==> src/rtl/bram_width_converter.sv <==
// BRAM-to-BRAM width converter: repacks a stream of IN_WIDTH-bit source words
// into OUT_WIDTH-bit destination words, LSB-first, with runtime base addresses.
module bram_width_converter #(
    parameter  int IN_WIDTH               = 32,
    parameter  int OUT_WIDTH              = 8,
    parameter  int SOURCE_BRAM_DEPTH      = 4,
    parameter  int DESTINATION_BRAM_DEPTH = 16,
    localparam int SA = $clog2(SOURCE_BRAM_DEPTH),
    localparam int DA = $clog2(DESTINATION_BRAM_DEPTH)
) (
    input  logic                 i_clk,
    input  logic                 i_rst,
    input  logic                 i_start,
    input  logic [DA:0]          i_num_out,
    input  logic [SA-1:0]        i_src_base,
    input  logic [DA-1:0]        i_dst_base,
    output logic                 o_busy,
    output logic                 o_done,
    input  logic [IN_WIDTH-1:0]  i_wide_in,
    output logic [SA-1:0]        o_wide_in_addr,
    output logic                 o_wide_in_rd,
    output logic [OUT_WIDTH-1:0] o_narrow_out,
    output logic [DA-1:0]        o_narrow_out_addr,
    output logic                 o_narrow_out_en
);

    localparam int BW = IN_WIDTH + OUT_WIDTH - 1;
    localparam int CW = $clog2(BW + 1);

    typedef enum logic [2:0] {
        S_IDLE,
        S_READ,
        S_WAIT,
        S_EMIT,
        S_DONE
    } state_t;

    state_t          state_q, state_d;
    logic [BW-1:0]   buf_q, buf_d;
    logic [CW-1:0]   cnt_q, cnt_d;
    logic [SA-1:0]   rd_idx_q, rd_idx_d;
    logic [DA-1:0]   wr_idx_q, wr_idx_d;
    logic [DA:0]     rem_q, rem_d;
    logic [SA-1:0]   src_base_q, src_base_d;
    logic [DA-1:0]   dst_base_q, dst_base_d;

    always_comb begin
        state_d           = state_q;
        buf_d             = buf_q;
        cnt_d             = cnt_q;
        rd_idx_d          = rd_idx_q;
        wr_idx_d          = wr_idx_q;
        rem_d             = rem_q;
        src_base_d        = src_base_q;
        dst_base_d        = dst_base_q;
        o_done            = 1'b0;
        o_wide_in_rd      = 1'b0;
        o_wide_in_addr    = '0;
        o_narrow_out      = '0;
        o_narrow_out_addr = '0;
        o_narrow_out_en   = 1'b0;

        case (state_q)
            S_IDLE: begin
                if (i_start) begin
                    src_base_d = i_src_base;
                    dst_base_d = i_dst_base;
                    rem_d      = i_num_out;
                    buf_d      = '0;
                    cnt_d      = '0;
                    rd_idx_d   = '0;
                    wr_idx_d   = '0;
                    state_d    = (i_num_out == '0) ? S_DONE : S_READ;
                end
            end
            S_READ: begin
                o_wide_in_rd   = 1'b1;
                o_wide_in_addr = src_base_q + rd_idx_q;
                rd_idx_d       = rd_idx_q + 1'b1;
                state_d        = S_WAIT;
            end
            S_WAIT: begin
                buf_d   = buf_q | (BW'(i_wide_in) << cnt_q);
                cnt_d   = cnt_q + CW'(IN_WIDTH);
                state_d = S_EMIT;
            end
            S_EMIT: begin
                if (rem_q == '0) begin
                    state_d = S_DONE;
                end else if (cnt_q < CW'(OUT_WIDTH)) begin
                    state_d = S_READ;
                end else begin
                    o_narrow_out_en   = 1'b1;
                    o_narrow_out      = buf_q[OUT_WIDTH-1:0];
                    o_narrow_out_addr = dst_base_q + wr_idx_q;
                    buf_d             = buf_q >> OUT_WIDTH;
                    cnt_d             = cnt_q - CW'(OUT_WIDTH);
                    wr_idx_d          = wr_idx_q + 1'b1;
                    rem_d             = rem_q - 1'b1;
                    // Decide on post-write values so the last write leads straight to DONE
                    if (rem_d == '0) begin
                        state_d = S_DONE;
                    end else if (cnt_d < CW'(OUT_WIDTH)) begin
                        state_d = S_READ;
                    end else begin
                        state_d = S_EMIT;
                    end
                end
            end
            S_DONE: begin
                o_done  = 1'b1;
                state_d = S_IDLE;
            end
            default: state_d = S_IDLE;
        endcase
    end

    assign o_busy = (state_q != S_IDLE);

    always_ff @(posedge i_clk) begin
        if (i_rst) begin
            state_q    <= S_IDLE;
            buf_q      <= '0;
            cnt_q      <= '0;
            rd_idx_q   <= '0;
            wr_idx_q   <= '0;
            rem_q      <= '0;
            src_base_q <= '0;
            dst_base_q <= '0;
        end else begin
            state_q    <= state_d;
            buf_q      <= buf_d;
            cnt_q      <= cnt_d;
            rd_idx_q   <= rd_idx_d;
            wr_idx_q   <= wr_idx_d;
            rem_q      <= rem_d;
            src_base_q <= src_base_d;
            dst_base_q <= dst_base_d;
        end
    end

endmodule

==> config.mk <==
export PLATFORM = sky130hd
export DESIGN_NAME = bram_width_converter
export DESIGN_NICKNAME = d
export VERILOG_FILES = /design/src/rtl/bram_width_converter.sv
export SDC_FILE = /design/constraint.sdc
export NUM_CORES = 1
export LEC_CHECK = 0
export CAP_MARGIN = 0
export CORE_ASPECT_RATIO = 0.75
export CORE_MARGIN = 2
export CORE_UTILIZATION = 48
export DETAILED_ROUTE_END_ITERATION = 16
export PLACE_DENSITY_LB_ADDON = 0.05
export REMOVE_ABC_BUFFERS = 1
export SYNTH_ARGS = -nofsm -noshare
export SYNTH_HDL_FRONTEND = slang
export SYNTH_SLANG_ARGS = --single-unit
==> constraint.sdc <==
create_clock -name i_clk -period 2.2 [get_ports i_clk]
set_clock_uncertainty 0.2 [all_clocks]
set_input_delay 0.44 -clock i_clk [delete_from_list [all_inputs] [get_ports i_clk]]
set_output_delay 0.44 -clock i_clk [all_outputs]
set_load 0.01 [all_outputs]
== Word-level counts from Yosys, hierarchy flattened ==
Index checks and enable logic that the tools add are counted.

* Bits in registers: 65
* Word-level logic and storage cells: 75
* Output and inout bits: 18
* Bits in read-only memories: 0
* Latch bits: 0
* Memories: 0
* Memory bits (writable): 0

* Equal/unequal tests: 7
* Reductions and logical operators: 12
* Multiplexer cells: 37
* Divide/modulo/power cells: 0
* Shifts and indexed selects: 1
* Add/subtract/negate cells: 7
* Multipliers: 0
* Magnitude comparators: 2
* Bitwise logic cells: 1

{| class="wikitable"
|+ Operators with widths
! kind !! count
|-
| $mux W39 || 3
|-
| $pmux W39 S3 || 1
|-
| $or A39 B39 Y39 || 1
|-
| $shl A32 B6 Y39 || 1
|-
| $mux W4 || 6
|-
| $mux W8 || 3
|-
| $mux W6 || 3
|-
| $pmux W6 S3 || 1
|-
| $logic_not A5 Y1 || 3
|-
| $mux W3 || 5
|-
| $mux W5 || 3
|-
| $lt A6 B4 Y1 const B || 2
|-
| $pmux W3 S4 || 1
|-
| $pmux W5 S2 || 1
|-
| $pmux W4 S2 || 1
|-
| $reduce_and A4 Y1 || 2
|-
| $add A6 B6 Y6 const B || 1
|-
| $eq A3 B2 Y1 const B || 2
|-
| $mux W2 || 3
|-
| $ne A2 B2 Y1 const B || 3
|-
| $reduce_bool A3 Y1 || 2
|-
| $sub A6 B4 Y6 const B || 1
|-
| $mux W1 || 5
|-
| $sub A5 B1 Y5 const B || 1
|-
| other kinds (10) || 12
|}

== Longest topological paths before layout ==
Gate-level depths: netlist (run 1).

* Word-level depth: 7
* Depth in mapped cells: 9
* Gate-level depth less buffers: 7

== Least setup slack after synthesis (run 1) ==
No wires, ideal clock.

* Path type: flip-flop to output port
* Start point: reg rem_q[0]
* End point: out o_narrow_out[0]
* Required time: 1.560 ns
* Data arrival time: 1.749 ns
* Stages on the path, launching flop included: 9
* Slack: -0.189 ns
* Path through: dfxtp_1 inv_1 ha_1 or4b_1 buf_2 nand3_4 inv_2 clkbuf_1 and2_1

* Word-level cells in the longest chain between the ends: 3

{| class="wikitable"
|+ Ends and longest elaborated chain
! element !! line !! source
|-
| start: declaration || 43 || <nowiki>logic [DA:0] rem_q, rem_d;</nowiki>
|-
| start signal: assignment || 136 || <nowiki>rem_q <= rem_d;</nowiki>
|-
| $logic_not A5 Y1 || 88 || <nowiki>if (rem_q == '0) begin</nowiki>
|-
| $mux W8 || 88 ||
|-
| $mux W8 || 63 || <nowiki>case (state_q)</nowiki>
|-
| end: declaration || 22 || <nowiki>output logic [OUT_WIDTH-1:0] o_narrow_out,</nowiki>
|}

Every way passes these cells.

== Worst setup path in the final report (run 1) ==
* Start point: reg rem_q[1]
* End point: out o_narrow_out[1]

Same word-level chain as after synthesis.

==> impl_metrics.ini, run 1 <==
[clocking]
cts_made_buffers = 9
path_clk_slew_ns = 0.07
clkSinkCount = 62
cts_max_level = 3
hold_buffers = 0
insertion_delay_ns = 0.34
clockBufferDepth = 2
cts_tree = built
cts-root-buf = clkbuf_8

[synthesis]
yosysWarningCount = 0
postSynthCellCount = 446
yosysTopAreaCell = dfxtp_1
synth_most_common_cell = nand2_1
ys_types = 60
seq_area_frac_synth_pct = 34.4
synth_area_sq_um = 3610
async_flop_share_pct = 0
synth_top_area_share_pct = 34.4
ys_seq_elements = 62
synth_edf_count = 0
ys.flop_type = dfxtp_1
syn_avg_cell_area_sq_um = 8.10
yosys-top-cells-count = nand2_1, dfxtp_1, nor2_1
synth_area_leaders = dfxtp_1, nand2_1, a22oi_1, mux2i_1, o21ai_0

[drt]
drc = 0
vias = 3851
drtIter0Drc = 333
routed_wl_mm = 11.6
antenna_left = 0
avgRoutedWirePerCell_microns = 17.8
dr.pass1.iters = 5
avgViaCountPerCell = 5.88

[setup_path]
worstSetupStartpointType = flop
worstPathRequired_ns = 1.56
crit_fanout = 10
cp-end-kind = output port
slowest_stage = or4b_4
crit_buf_inv = 3
crit_chain = inv_2, ha_4, or4b_4, nand3_4, inv_6, and2_1, buf_2
path_class = flop to output port
cp_top_family = simple AND/OR/NAND/NOR gates
max_stage_delay_ns = 0.48
critPathArrivalTime_ns = 1.83

[pwr]
p_int_w = 0.00224
pwr-share-clk_pct = 30.1
comb_power_share_pct = 31.8
p_leak_nw = 1.94
ir_drop_mv = 0.366
p_sw_w = 0.00104
powerDensity_nw_per_um2 = 652
finalPower_w = 0.00328
power_frac_seq_pct = 38.1
switching_share_pct = 31.7

[sta]
tightestPinTransition_ns = 0.670
hold_violations = 0
hold_slack_ns = 0.243
max_slew_margin_pct = 55.3
rsz0062_at_grt = yes
max_freq_mhz = 405
finalCritPeriodShare_pct = 112
setup_ws_ns = -0.267
setup_tns_ns = -7.41
slew_viol_final = 0
setup_viol = 52
period_minus_slack_ns = 2.47

[hold_path]
hold_class = flop to flop

[placed_design]
io_buffers = 63
place.gp.congestion = 0.900
dp_hpwl_mm = 7.93

[global_routing]
grt_pass1_wl_mm = 18.2
grt.total_usage_pct = 28.2
antenna_found_initial = 0
grt_pass1_vias = 3500
grt_max_degree = 34
grt_overflow = 0

[finish]
layout-drive-gt1-share_pct = 24.0
syn_to_final_growth_pct = 39.4
antenna_cells = 0
layout.nets = 605
fill_cells = 644

[floorplan]
ioPinCount = 64
rows = 27
dieArea_sq_um = 8240
die_w_microns = 104
fp.dieH_microns = 79.1
coreArea_sq_um = 7330
start_util_pct = 49.3

[status]
status = finished, violations left
violations = negative setup slack

[job]
drv_cap = 0
[state kept, by name (all words and copies together), names as in the netlist]
name	flops
wr_idx_q	4
buf_q	39
state_q	3
rd_idx_q	2
src_base_q	2
cnt_q	3
rem_q	5
dst_base_q	4
[metal layers]
| layer | vias to the layer above | global-route usage, % | wire [microns] |
|---|---|---|---|
| li1 | 1836 | - | - |
| met1 | 1802 | 39.7 | 5430 |
| met2 | 195 | 42.4 | 4960 |
| met3 | 18 | 7.80 | 1100 |
| met4 | 0 | 7.16 | 144 |
| met5 | - | 0 | 0 |
[logic make-up (layout without fill, tap and decap cells)]
group / after synthesis / count (layout) / share of synthesized area (%)
buf+inv: 44 / 152 / 4.88
xor+xnor: 11 / 11 / 2.67
fa+ha+maj: 9 / 9 / 3.33
compound gates: 118 / 118 / 21.8
simple gates: 177 / 177 / 25.7
mux: 25 / 25 / 7.20
flops: 62 / 62 / 34.4
[worst register-to-register path, cell delays in order (launching register included)]
cell       delay [ns]
dfxtp_2          0.33
inv_2            0.07
ha_4             0.13
or4b_4           0.48
buf_4            0.16
buf_6            0.13
a311oi_4         0.34
buf_6            0.17
clkbuf_16        0.15
a22oi_1          0.08
nand2_1          0.07
[power by group through the flow]
stage	sequential, W	clock (W)	combinational [W]
final	0.00125	0.000988	0.00104
after global routing	0.00126	0.00106	0.00112
after CTS	0.00125	0.00100	0.000941
after detailed placement	0.00127	0	0.000894
after global placement	0.00126	0	0.000882
after floorplan	0.00128	0	0.000427
[metrics by stage]
| step | instances | instance area, sq um | utilization [%] | worst slack [ns] |
|---|---|---|---|---|
| 2_1_floorplan | 414 | 3480 | - | -0.767 |
| 3_3_place_gp | 629 | 4660 | 63.5 | -0.316 |
| 3_5_place_dp | 629 | 4660 | 63.5 | -0.337 |
| 4_1_cts | 647 | 4870 | 66.5 | -0.267 |
| 5_1_grt | 655 | 5040 | 68.7 | -0.315 |
| 6_report | 655 | 5040 | 68.7 | -0.267 |
[final cells by class]
class	count	area [sq um]	share of cell area, %
clock inverter	4	47.5	0.944
timing repair buffer	125	1130	22.5
inverter	12	50.0	0.994
tap	101	126	2.51
clock buffer	11	141	2.81
sequential	62	1250	24.8
multi-input combinational	340	2290	45.5
[cell usage in the layout, fill, tap and decap left out, types with 10 or more instances in the layout]
cell type and instances:
buf_4 51, mux2i_1 17, nand2b_1 11, a21oi_1 24, clkdlybuf4s50_1 45, a22oi_1 23, dfxtp_1 56, nor2_1 20
nand2_1 71, o21ai_0 23, clkbuf_8 10, buf_2 11, and2_1 11, nand3_1 10
[repair_timing]
| action | CTS | global route |
|---|---|---|
| setup endpoints to repair | 57 | 52 |
| buffers inserted | 2 | 6 |
| gates resized for setup | 78 | 27 |
| gates cloned | 1 | 2 |
| pin swaps | 14 | 5 |
| endpoints found under the hold margin | 0 | 0 |
[final timing paths]
path / start / end / slack (ns) / cells past startpoint
hold / removal: buf_q[7] / buf_q[7] / 0.24 / 2
setup / recovery: rem_q[1] / o_narrow_out[1] / -0.27 / 7
setup reg to reg: rem_q[1] / buf_q[27] / -0.15 / 10
hold reg to reg: buf_q[7] / buf_q[7] / 0.24 / 2
Note: power is estimated with default switching activity, not from simulation.
==> run 2: changes to the inputs <==
--- a/config.mk
+++ b/config.mk
@@ -5,7 +5,7 @@
 export SDC_FILE = /design/constraint.sdc
 export NUM_CORES = 1
 export LEC_CHECK = 0
-export CAP_MARGIN = 0
+export CAP_MARGIN = 20
 export CORE_ASPECT_RATIO = 0.75
 export CORE_MARGIN = 2
 export CORE_UTILIZATION = 48
==> results of run 2 <==
Final layout, timing and power as in run 1 (identical DEF).
==> run 3: changes to the inputs <==
--- a/config.mk
+++ b/config.mk
@@ -10,7 +10,7 @@
 export CORE_MARGIN = 2
 export CORE_UTILIZATION = 48
 export DETAILED_ROUTE_END_ITERATION = 16
-export PLACE_DENSITY_LB_ADDON = 0.05
+export PLACE_DENSITY_LB_ADDON = 0.25
 export REMOVE_ABC_BUFFERS = 1
 export SYNTH_ARGS = -nofsm -noshare
 export SYNTH_HDL_FRONTEND = slang
==> impl_metrics.ini, run 3 (synthesized netlist as in run 1, its figures left out) <==
[drt]
drtIter0Drc = 349
routed_wl_mm = 11.4
vias = 3845
avgViaCountPerCell = 5.85
antenna_left = 0
avgRoutedWirePerCell_microns = 17.3
dr.pass1.iters = 6
drc = 0

[clocking]
insertion_delay_ns = 0.35
cts_tree = built
path_clk_slew_ns = 0.08
cts-root-buf = clkbuf_8
clockBufferDepth = 2
hold_buffers = 0
cts_max_level = 3
cts_made_buffers = 9
clkSinkCount = 62

[pwr]
powerDensity_nw_per_um2 = 627
ir_drop_mv = 0.465
p_leak_nw = 1.92

[sta]
period_minus_slack_ns = 2.48
tightestPinTransition_ns = 0.659
rsz0062_at_grt = yes
setup_viol = 31
finalCritPeriodShare_pct = 113
hold_violations = 0
hold_slack_ns = 0.245
slew_viol_final = 0
max_freq_mhz = 403
setup_ws_ns = -0.279
max_slew_margin_pct = 56.1

[status]
violations = negative setup slack
status = finished, violations left

[setup_path]
crit_chain = inv_2, ha_4, or4b_4, nand3_4, inv_6, and2_1, buf_2
path_class = flop to output port
critPathArrivalTime_ns = 1.84
worstPathRequired_ns = 1.56
cp-end-kind = output port
crit_fanout = 11
slowest_stage = or4b_4
worstSetupStartpointType = flop
max_stage_delay_ns = 0.48

[finish]
final_common_cell = nand2_1
syn_to_final_growth_pct = 37.7
largest_register_ffs = 39
mostFrequentLayoutCells = nand2_1, dfxtp_1, buf_4
top_register = buf_q
stdcell_count = 657
fill_cells = 611
antenna_cells = 0
layout.nets = 606
reg.largest.list = buf_q: 39 flops, rem_q: 5 flops
seqCellArea_sq_um = 1250
layout-drive-gt1-share_pct = 24.1
multi_input_area_sq_um = 2300

[placed_design]
io_buffers = 63
dp_hpwl_mm = 7.81
place_ws_ns = -0.376
place.gp.congestion = 0.899
dp.cells = 635

[floorplan]
fp.dieH_microns = 79.1
die_w_microns = 104
start_util_pct = 49.3
rows = 27
ioPinCount = 64
coreArea_sq_um = 7330
dieArea_sq_um = 8240

[job]
drv_cap = 0

[hold_path]
hold_class = flop to flop

[global_routing]
grt.total_usage_pct = 27.9
grt_max_degree = 34
grt_overflow = 0
antenna_found_initial = 0
grt_pass1_wl_mm = 18.2
grt_pass1_vias = 3617
[run 3: changes by cell type in the layout (fill, tap and decap cells not counted), sizes merged]
cell	delta
bufinv	-1
clkdlybuf4s15	+2
clkinv	+3
buf	+3
clkbuf	-5
inv	+1
dlygate4sd2	-1
[run 3: layout make-up]
type                            instances  share of cell area [%]
Clock buffer                            9                    2.49
Tap cell                              101                    2.54
Sequential cell                        62                    25.1
Inverter                               12                    1.01
Timing Repair Buffer                  126                    21.6
Clock inverter                          7                   0.981
Multi-Input combinational cell        340                    46.3
[run 3: path summary, 6_finish.rpt]
| kind | end | depth (start not counted) | start | slack [ns] |
|---|---|---|---|---|
| max | o_narrow_out[6] | 7 | rem_q[1] | -0.28 |
| min | buf_q[5] | 2 | buf_q[5] | 0.24 |
| max reg2reg | buf_q[35] | 9 | rem_q[1] | -0.14 |
| min reg2reg | buf_q[5] | 2 | buf_q[5] | 0.24 |
[run 3: timing repair]
action                                  in CTS  in global routing
setup buffers                                2                  2
pin swaps                                   14                  4
endpoints found under the setup margin      58                 58
gates cloned                                 2                  0
resized for setup                           80                 25
[run 3: where the power goes]
group	leakage (nW)	internal (W)	switching [W]	total, W
clock	0.0894	0.000409	0.000472	0.000881
sequential	0.505	0.00120	0.0000471	0.00125
combinational	1.32	0.000458	0.000530	0.000987
[run 3: layer usage]
metal  track usage, %  up-vias  wire length, microns
met3             8.05       23                  1090
met5                0        -                     0
li1                 -     1838                     -
met4             8.92        0                   179
met1             38.8     1811                  5180
met2             41.6      173                  4930
[run 3: per-stage QoR]
stage          area, sq um  total power (W)  TNS, ns  utilization (%)
2_1_floorplan         3480          0.00171   -27.31                -
3_3_place_gp          4680          0.00214    -5.99             63.8
3_5_place_dp          4680          0.00216    -9.96             63.8
4_1_cts               4870          0.00307    -3.52             66.5
5_1_grt               4970          0.00328    -6.45             67.8
6_report              4970          0.00312    -4.47             67.8
[run 3: critical path, delay by kind of cell (launching register included)]
family        cells  cell delay, ns
fa+ha+maj         1            0.14
buf+inv           3            0.27
flops             1            0.33
simple gates      3            0.75
==> RTL edit (flow settings as in run 2) <==
Register the inputs `i_start`, `i_num_out`, `i_src_base`, `i_dst_base` and `i_wide_in` before use, cleared by the reset. The logic sees them one clock later.
--- a/src/rtl/bram_width_converter.sv
+++ b/src/rtl/bram_width_converter.sv
@@ -35,6 +35,28 @@
         S_DONE
     } state_t;
 
+    logic i_start_q;
+    logic [DA:0] i_num_out_q;
+    logic [SA-1:0] i_src_base_q;
+    logic [DA-1:0] i_dst_base_q;
+    logic [IN_WIDTH-1:0] i_wide_q;
+
+    always_ff @(posedge i_clk) begin
+        if (i_rst) begin
+            i_start_q    <= '0;
+            i_num_out_q  <= '0;
+            i_src_base_q <= '0;
+            i_dst_base_q <= '0;
+            i_wide_q     <= '0;
+        end else begin
+            i_start_q    <= i_start;
+            i_num_out_q  <= i_num_out;
+            i_src_base_q <= i_src_base;
+            i_dst_base_q <= i_dst_base;
+            i_wide_q     <= i_wide_in;
+        end
+    end
+
     state_t          state_q, state_d;
     logic [BW-1:0]   buf_q, buf_d;
     logic [CW-1:0]   cnt_q, cnt_d;
@@ -62,15 +84,15 @@
 
         case (state_q)
             S_IDLE: begin
-                if (i_start) begin
-                    src_base_d = i_src_base;
-                    dst_base_d = i_dst_base;
-                    rem_d      = i_num_out;
+                if (i_start_q) begin
+                    src_base_d = i_src_base_q;
+                    dst_base_d = i_dst_base_q;
+                    rem_d      = i_num_out_q;
                     buf_d      = '0;
                     cnt_d      = '0;
                     rd_idx_d   = '0;
                     wr_idx_d   = '0;
-                    state_d    = (i_num_out == '0) ? S_DONE : S_READ;
+                    state_d    = (i_num_out_q == '0) ? S_DONE : S_READ;
                 end
             end
             S_READ: begin
@@ -80,7 +102,7 @@
                 state_d        = S_WAIT;
             end
             S_WAIT: begin
-                buf_d   = buf_q | (BW'(i_wide_in) << cnt_q);
+                buf_d   = buf_q | (BW'(i_wide_q) << cnt_q);
                 cnt_d   = cnt_q + CW'(IN_WIDTH);
                 state_d = S_EMIT;
             end
Check against the original RTL: not equivalent (Yosys sat finds a counterexample within 4 cycles, from zero or initial values and one cycle with i_rst high).
==> RTL edit against run 2 <==
  * The flow still finishes with violations (negative setup slack)
  * Sequential power rose by 61%
  * Synthesized area up 33%
  * Register-to-register slack better by 0.21 ns
  * Worst setup slack got worse by 0.0044 ns
  * Wire length grew 1.5%
  * Clock power up 49%
  * Power increased by 20%
  * Cell area grew 26%
  * Sequential cell count up 44
  * Largest power group unchanged
  * Highest routed layer unchanged
==> RTL edit: results (changes against run 2) <==
| Metric | Value |
|---|---|
| Dpl cells | `687 (+9.2%)` |
| Crit path largest cell delay | `0.41 ns (-0.07 ns)` |
| Metal-1 WL | `5900 um (+8.8%)` |
| Hold Crit Class | `flip-flop to flip-flop` |
| Final setup violation count | `16 (-69%)` |
| Layout Nets | `630 (+4.1%)` |
| Placed Area | `0.00581 sq mm (+25%)` |
| Failing checks | `negative setup slack` |
| Dominant cells by area after synthesis | `dfxtp_1 44%, nor2b_1 5.9%, o2bb2ai_1 5.6%` |
| WL met3 | `614 um (-44%)` |
| Total wire length | `11800 um (+1.5%)` |
| Clock-pin slew on the worst setup and hold paths | `0.07 ns (about the same)` |
| Vias in the first global route | `3840 (+9.7%)` |
| Global-route wire length before repair | `19500 um (+7.4%)` |
| Avg Inst Size Synth | `9.87 sq um (+22%)` |
| Root buf cell | `clkbuf_16` |
| Outcome | `finished, violations left` |
| Leakage | `2.30 nW (+18%)` |
| Final RePlAce weighted congestion | `0.818 (-9.0%)` |
| GRT Total Usage | `22.7% (-5.4 points)` |
| Total CTS buffers | `9 (unchanged)` |
| CP endpoint | `o_narrow_out_addr[0]` |
| Critical R2R Capture | `wr_idx_q[2]$_SDFFE_PP0P_` |
| Drt first pass iters | `5 (unchanged)` |
| Worst-skew pair later-pin latency | `0.34 ns (about the same)` |
| Pre-CTS WS | `-0.427 ns (-0.0899 ns)` |
| Largest regs | `buf_q x39, i_wide_q x32` |
| CP max FO | `8 (-2)` |
| DP Wirelength | `7450 um (-6.1%)` |
| R2R setup slack | `0.06 ns (+0.21 ns)` |
| Smallest setup slack after layout | `-0.271 ns (-0.00436 ns)` |
| Yosys cell types | `54 (-10%)` |
| Max_cap viols | `0 (unchanged)` |
| HP Start | `i_num_out_q[4]$_SDFF_PP0_` |
| Reg-to-Reg Start | `state_q[1]$_SDFFE_PP0P_` |
| Met2 routed WL | `5190 um (+4.5%)` |
| FF-to-FF path depth | `5 (-5)` |
| Hold_ws | `0.256 ns (+0.0123 ns)` |
| Post-synth top cells | `106 x dfxtp_1, 45 x nor2b_1, 31 x o2bb2ai_1` |
| Ant diodes | `0 (unchanged)` |
| # port buffers | `63 (unchanged)` |
| Worst Hold Endpoint | `rem_q[4]$_SDFFE_PP0P_` |
| TNS Setup | `-3.09 ns (+4.32 ns)` |
| Main synth FF type | `dfxtp_1` |
| Initial antenna violation count | `0 (unchanged)` |
| Share of layout cells above drive strength 1 | `24.6% (+0.56 points)` |
| Relative slew margins | `69.2% (+14 points)` |
| Max Used Layer | `met4` |
| Via-to-Cell Ratio | `5.59 (-4.9%)` |
| Vias | `3968 (+3.0%)` |
| Post-synth EDFFs | `0 (unchanged)` |
| H-tree level count | `3 (unchanged)` |
| Max rail drop VDD | `0.417 mV (+14%)` |
| CP startpoint | `state_q[1]$_SDFFE_PP0P_` |
| Worst hold path depth | `2 (unchanged)` |
| Largest net degree at the start of global routing | `42 (+24%)` |
| DR iter-0 viols | `216 (-35%)` |
| Post-synthesis sequential area ratio | `44.2% (+9.8 points)` |
| Clk buf depth | `2 (unchanged)` |
| Critical Path Slowest Stage Cell | `or3b_4` |
[RTL edit: cell count changes after synthesis, sizes merged, moves of 8 or more]
cell,delta
nor2b,+44
buf,+10
mux4,+8
o21ai,-16
o2bb2ai,+31
dfxtp,+44
nand2,-55
[RTL edit: kinds of logic after synthesis]
family	after synthesis	share of synthesized area (%)
adder cells (fa/ha/maj)	9	2.50
buffers and inverters	55	4.82
AND/OR/NAND/NOR	145	18.1
flip-flops	106	44.2
XOR/XNOR	7	1.28
AO/OA/AOI/OAI	136	20.8
multiplexers	29	8.33
[RTL edit: layer usage]
layer / up-vias / track usage (%)
met1: 1866 / 32.4
met5: - / 0
met3: 14 / 6.00
met4: 0 / 4.80
li1: 1977 / -
met2: 111 / 34.8
[RTL edit: report_power, final]
part	switching (mW)	internal, mW
combinational	0.195	0.244
sequential	0.0393	1.98
clock	0.682	0.790
[RTL edit: layout make-up]
cell class / instances / area [sq um]
Clock buffer: 12 / 246
Fill cell: 793 / 3330
Multi-Input combinational cell: 326 / 2610
Sequential cell: 106 / 2130
Inverter: 14 / 55.1
Tap cell: 132 / 165
Clock inverter: 2 / 13.8
Timing Repair Buffer: 118 / 1140
[RTL edit: timing repair]
| action | CTS | global route |
|---|---|---|
| pin swaps | 14 | 7 |
| setup endpoints to repair | 17 | 62 |
| gates cloned | 2 | 0 |
| hold buffers | 0 | 0 |
| resized for setup | 101 | 25 |
| buffers inserted | 9 | 3 |
[RTL edit: worst reg2reg max path: stages (launching register included)]
cell and delay [ns]:
dfxtp_2 0.33, or3b_4 0.41, buf_4 0.15, a21o_4 0.25
or4_1 0.50, a211oi_2 0.23
